==> src/rtl/shift_exec_pipe_pkg.sv <==
// Shared definitions for the shift execution pipe.
// Holds the datapath/count widths and the operation encodings used by the
// pipeline top (shift_exec_pipe) and the barrel shifter (shift_rotate).
package shift_exec_pipe_pkg;

   localparam int DATA_W = 16;
   localparam int CNT_W  = 4;

   typedef enum logic [1:0] {
      OP_ROL = 2'b00,
      OP_SLL = 2'b01,
      OP_SRA = 2'b10,
      OP_SRL = 2'b11
   } shift_op_e;

endpackage

==> src/rtl/shift_rotate.sv <==
// Combinational 16-bit barrel shifter / rotator.
// Ports:
//   In  - operand
//   Cnt - shift/rotate amount, 0-15 (0 passes In through for every op)
//   Op  - OP_ROL / OP_SLL / OP_SRA / OP_SRL
//   Out - result
module shift_rotate
   import shift_exec_pipe_pkg::*;
(
   input  logic [DATA_W-1:0] In,
   input  logic [CNT_W-1:0]  Cnt,
   input  shift_op_e         Op,
   output logic [DATA_W-1:0] Out
);

   logic [2*DATA_W-1:0] rol_w;

   always_comb begin
      // Rotating the doubled word left leaves the wrapped result in the top half.
      rol_w = {In, In} << Cnt;
      Out   = In;
      case (Op)
         OP_ROL:  Out = rol_w[2*DATA_W-1:DATA_W];
         OP_SLL:  Out = In << Cnt;
         OP_SRA:  Out = $unsigned($signed(In) >>> Cnt);
         OP_SRL:  Out = In >> Cnt;
         default: Out = In;
      endcase
   end

endmodule

==> src/rtl/shift_exec_pipe.sv <==
// Two-stage shift execution pipe with valid/ready handshakes on both sides.
// S1 registers the offered op; shift_rotate computes between S1 and S2; S2
// registers the result, which drives out_data/out_rd directly.
// Ports:
//   clk, rst            - clock, synchronous active-high reset
//   in_valid/in_ready   - input handshake; in_data, in_cnt, in_op, in_rd
//   flush               - kills every in-flight op on the next edge
//   out_valid/out_ready - output handshake; out_data, out_rd
//   perf_done/perf_stall - saturating completion / backpressure counters,
//                         present only when SHIFT_PERF_EN is defined
module shift_exec_pipe
   import shift_exec_pipe_pkg::*;
#(
   parameter int RD_W = 3
) (
   input  logic              clk,
   input  logic              rst,
   input  logic              in_valid,
   output logic              in_ready,
   input  logic [DATA_W-1:0] in_data,
   input  logic [CNT_W-1:0]  in_cnt,
   input  logic [1:0]        in_op,
   input  logic [RD_W-1:0]   in_rd,
   input  logic              flush,
   output logic              out_valid,
   input  logic              out_ready,
   output logic [DATA_W-1:0] out_data,
   output logic [RD_W-1:0]   out_rd
`ifdef SHIFT_PERF_EN
   ,
   output logic [15:0]       perf_done,
   output logic [15:0]       perf_stall
`endif
);

   logic              s1_valid_q, s1_valid_d;
   logic [DATA_W-1:0] s1_data_q,  s1_data_d;
   logic [CNT_W-1:0]  s1_cnt_q,   s1_cnt_d;
   shift_op_e         s1_op_q,    s1_op_d;
   logic [RD_W-1:0]   s1_rd_q,    s1_rd_d;
   logic              s2_valid_q, s2_valid_d;
   logic [DATA_W-1:0] s2_data_q,  s2_data_d;
   logic [RD_W-1:0]   s2_rd_q,    s2_rd_d;

   logic              s2_adv, s1_adv, accept, s1_to_s2;
   logic [DATA_W-1:0] shift_res;

   shift_rotate u_shift (
      .In  (s1_data_q),
      .Cnt (s1_cnt_q),
      .Op  (s1_op_q),
      .Out (shift_res)
   );

   assign s2_adv   = !s2_valid_q || out_ready;
   assign s1_adv   = !s1_valid_q || s2_adv;
   assign in_ready = s1_adv && !flush;
   assign accept   = in_valid && in_ready;
   assign s1_to_s2 = s1_valid_q && s2_adv;

   always_comb begin
      s1_valid_d = s1_valid_q;
      s1_data_d  = s1_data_q;
      s1_cnt_d   = s1_cnt_q;
      s1_op_d    = s1_op_q;
      s1_rd_d    = s1_rd_q;
      s2_valid_d = s2_valid_q;
      s2_data_d  = s2_data_q;
      s2_rd_d    = s2_rd_q;

      if (accept) begin
         s1_valid_d = 1'b1;
         s1_data_d  = in_data;
         s1_cnt_d   = in_cnt;
         s1_op_d    = shift_op_e'(in_op);
         s1_rd_d    = in_rd;
      end else if (s1_to_s2) begin
         s1_valid_d = 1'b0;
      end

      // When S2 may advance it either takes S1 or empties.
      if (s2_adv) begin
         s2_valid_d = s1_valid_q;
      end
      if (s1_to_s2) begin
         s2_data_d = shift_res;
         s2_rd_d   = s1_rd_q;
      end

      // Data registers may pick up stale values here; only the valids matter.
      if (flush) begin
         s1_valid_d = 1'b0;
         s2_valid_d = 1'b0;
      end
   end

   always_ff @(posedge clk) begin
      if (rst) begin
         s1_valid_q <= 1'b0;
         s1_data_q  <= '0;
         s1_cnt_q   <= '0;
         s1_op_q    <= OP_ROL;
         s1_rd_q    <= '0;
         s2_valid_q <= 1'b0;
         s2_data_q  <= '0;
         s2_rd_q    <= '0;
      end else begin
         s1_valid_q <= s1_valid_d;
         s1_data_q  <= s1_data_d;
         s1_cnt_q   <= s1_cnt_d;
         s1_op_q    <= s1_op_d;
         s1_rd_q    <= s1_rd_d;
         s2_valid_q <= s2_valid_d;
         s2_data_q  <= s2_data_d;
         s2_rd_q    <= s2_rd_d;
      end
   end

   assign out_valid = s2_valid_q;
   assign out_data  = s2_data_q;
   assign out_rd    = s2_rd_q;

`ifdef SHIFT_PERF_EN
   logic [15:0] perf_done_q,  perf_done_d;
   logic [15:0] perf_stall_q, perf_stall_d;

   always_comb begin
      perf_done_d  = perf_done_q;
      perf_stall_d = perf_stall_q;
      if (s2_valid_q && out_ready && (perf_done_q != 16'hFFFF)) begin
         perf_done_d = perf_done_q + 16'd1;
      end
      if (s2_valid_q && !out_ready && (perf_stall_q != 16'hFFFF)) begin
         perf_stall_d = perf_stall_q + 16'd1;
      end
   end

   always_ff @(posedge clk) begin
      if (rst) begin
         perf_done_q  <= '0;
         perf_stall_q <= '0;
      end else begin
         perf_done_q  <= perf_done_d;
         perf_stall_q <= perf_stall_d;
      end
   end

   assign perf_done  = perf_done_q;
   assign perf_stall = perf_stall_q;
`endif

endmodule

==> config.mk <==
export PLATFORM = sky130hd
export DESIGN_NAME = shift_exec_pipe
export DESIGN_NICKNAME = d
export VERILOG_FILES = /design/src/rtl/shift_exec_pipe_pkg.sv /design/src/rtl/shift_rotate.sv /design/src/rtl/shift_exec_pipe.sv
export SDC_FILE = /design/constraint.sdc
export NUM_CORES = 1
export LEC_CHECK = 0
export CORE_MARGIN = 2
export CORE_UTILIZATION = 55
export DETAILED_ROUTE_END_ITERATION = 10
export PLACE_DENSITY_LB_ADDON = 0.08
export SLEW_MARGIN = 5
export SYNTH_ARGS = -nofsm -noshare
export SYNTH_HDL_FRONTEND = slang
export SYNTH_SLANG_ARGS = --single-unit
==> constraint.sdc <==
create_clock -name clk -period 2.9 [get_ports clk]
set_clock_uncertainty 0.15 [all_clocks]
set_input_delay 0.87 -clock clk [delete_from_list [all_inputs] [get_ports clk]]
set_output_delay 0.87 -clock clk [all_outputs]
set_load 0.01 [all_outputs]
==> results.sh <==
export IMPL_outcome="finished, final reports clean"
export IMPL_vias=3718
export IMPL_fin_nets=501
export IMPL_dieHeight_microns=86.3
export IMPL_cts_made_buffers=5
export IMPL_antenna_found_initial=0
export IMPL_rows=29
export IMPL_min_path_type="flop to flop"
export IMPL_hold_violations=0
export IMPL_final_common_cell="nand2_1"
export IMPL_fill_cells=545
export IMPL_tightest_slew_ns=0.696
export IMPL_drive_above_1_share=0.176
export IMPL_setup_viol=0
export IMPL_place_ws_ns=-0.288
export IMPL_ys_flop_type="dfxtp_1"
export IMPL_final_cell_mix="nand2_1, clkdlybuf4s50_1, a21oi_1"
export IMPL_drtIter0Drc=533
export IMPL_wirelength_microns=11000
export IMPL_max_clock_path_buffers=2
export IMPL_dieArea_sq_um=7440
export IMPL_fin_crit_ns=2.86
export IMPL_grt_max_degree=38
export IMPL_ant_nets=0
export IMPL_cp_arrival_ns=1.84
export IMPL_cp_max_fo=2
export IMPL_fmax_mhz=350
export IMPL_ys_seq_area_frac=0.247
export IMPL_ys_ff_latch=46
export IMPL_rsz0062_at_grt="false"
export IMPL_post_drt_wl_per_cell_microns=20.0
export IMPL_peakVddDrop_uv=285
export IMPL_grt_pass1_wl_microns=17800
export IMPL_cts_sinks=46
export IMPL_clk_latency_ns=0.31
export IMPL_worstSetupEndpointType="output pin"
export IMPL_placement_io_buffers=50
export IMPL_synth_area_sq_um=3720
export IMPL_core_area_sq_um=6460
export IMPL_ys_types=55
export IMPL_clk_pin_slew_worst_paths_ns=0.09
export IMPL_grtUsageTotal=0.305
export IMPL_dpl_hpwl_microns=8000
export IMPL_cts_setup_buffers=0
export IMPL_required_ns=1.88
export IMPL_place_gp_congestion=0.990
export IMPL_cts_tree="yes"
export IMPL_synth_edf_count=0
export IMPL_maxCapViolCount=0
export IMPL_setup_slack_ns=0.0449
export IMPL_syn2layout_area_growth_pct=18.5
export IMPL_post_route_period_util=0.985
export IMPL_syn_inst=442
export IMPL_grt_overflow=0
export IMPL_ys_warnings_count=0
export IMPL_drc=0
export IMPL_start_kind="input pin"
export IMPL_diodes=0
export IMPL_syn_avg_cell_area_sq_um=8.42
export IMPL_root_buffer="clkbuf_8"
export IMPL_htreeDepth=2
export IMPL_async_flop_share=0
export IMPL_pin_count=51
export IMPL_viasPerCell=6.77
export IMPL_die_x_microns=86.3
export IMPL_initial_core_util=0.576
export IMPL_hold_worst_slack_ns=0.307
export IMPL_slew_violations=0
export IMPL_grt_pass1_vias=3444
export IMPL_cellLeakagePower_nw=1.46
export IMPL_slew_headroom=0.535
export IMPL_path_class="input pin to output pin"
export IMPL_syn_nets=472
export IMPL_p_per_area_nw_per_um2=358
export IMPL_firstDrtPassIters=6
==> cell type report <==
type | count | area (sq um) | area share
multi-input cells | 338 | 2540 | 0.576
flip-flops and latches | 46 | 925 | 0.210
repair buffers | 72 | 703 | 0.160
well taps | 77 | 96.3 | 0.0219
clock buffers | 5 | 68.8 | 0.0156
clock inverters | 3 | 43.8 | 0.00993
inverters | 8 | 30.0 | 0.00681
==> worst paths after layout <==
check	from	to	slack [ns]	cells after the start
setup / recovery	out_ready	in_ready	0.04	4
setup reg to reg	s1_cnt_q[1]	out_data[14]	0.37	5
hold / removal	out_data[12]	out_data[12]	0.31	2
hold reg to reg	out_data[12]	out_data[12]	0.31	2
==> synthesized netlist by cell type (3+ instances only) <==
cell type / number / area [sq um]
a211oi_1: 5 / 37.5
a21oi_1: 47 / 235
a221o_1: 3 / 30.0
a22oi_1: 4 / 30.0
a2bb2oi_1: 3 / 26.3
a32o_1: 5 / 50.1
and2_1: 4 / 25.0
and3_1: 3 / 18.8
buf_2: 16 / 80.1
clkbuf_1: 30 / 113
dfxtp_1: 46 / 921
inv_1: 7 / 26.3
mux2_2: 13 / 146
mux2i_1: 23 / 230
mux4_2: 30 / 676
nand2_1: 79 / 297
nand2b_1: 10 / 62.6
nand3_1: 8 / 40.0
nor2_1: 17 / 63.8
nor2b_1: 6 / 37.5
nor3_1: 14 / 70.1
o2111ai_1: 4 / 35.0
o211ai_1: 6 / 45.0
o21ai_0: 14 / 70.1
o21ai_1: 4 / 20.0
o221ai_1: 3 / 26.3
o31ai_1: 3 / 22.5
==> logic make-up (layout without fill, tap and decap cells) <==
kind of cell / Yosys count / count (layout) / synth area share
buf+inv: 58 / 88 / 0.0706
flops: 46 / 46 / 0.247
mux: 67 / 67 / 0.287
simple gates: 150 / 150 / 0.182
compound gates: 121 / 121 / 0.214
==> per-layer routing <==
metal / wire length, microns / global-route usage / vias to the layer above
met3: 1040 / 0.0514 / 54
met5: 0 / 0 / -
met1: 4280 / 0.410 / 1692
li1: - / - / 1712
met2: 4930 / 0.475 / 260
met4: 731 / 0.158 / 0
==> metrics by stage <==
step / utilization / total power, mW / TNS (ns) / cell area (sq um) / instances
finish: 0.682 / 1.58 / 0 / 4410 / 549
global route: 0.682 / 1.65 / 0 / 4410 / 549
CTS: 0.682 / 1.58 / 0 / 4400 / 549
detailed placement: 0.664 / 1.08 / -0.288 / 4290 / 541
global placement: 0.664 / 1.08 / -0.247 / 4290 / 541
floorplan: - / 0.949 / 0 / 3720 / 442
==> sequential cells by signal (all words and copies together), names as in the netlist <==
| name | flops |
|---|---|
| s1_valid_q | 1 |
| out_rd | 3 |
| s1_data_q | 16 |
| out_data | 16 |
| s1_op_q | 2 |
| s1_cnt_q | 4 |
| s1_rd_q | 3 |
| out_valid | 1 |
==> power breakdown <==
group | total, mW | internal, mW | switching, mW | leakage (nW)
Sequential | 0.711 | 0.656 | 0.0549 | 0.376
Combinational | 0.369 | 0.188 | 0.182 | 1.02
Clock | 0.500 | 0.259 | 0.241 | 0.0585
Total | 1.58 | 1.10 | 0.478 | 1.46
==> worst max-delay path, stage by stage <==
cell	delay, ns
clkdlybuf4s50_1	0.48
nor2b_1	0.07
a21oi_2	0.16
clkdlybuf4s15_1	0.25
==> what timing repair did <==
action	CTS	global route
hold buffers	0	0
resized for setup	2	1
setup endpoints to repair	1	1
endpoints found under the hold margin	0	0
No activity file was read; power rests on OpenSTA's default activity.
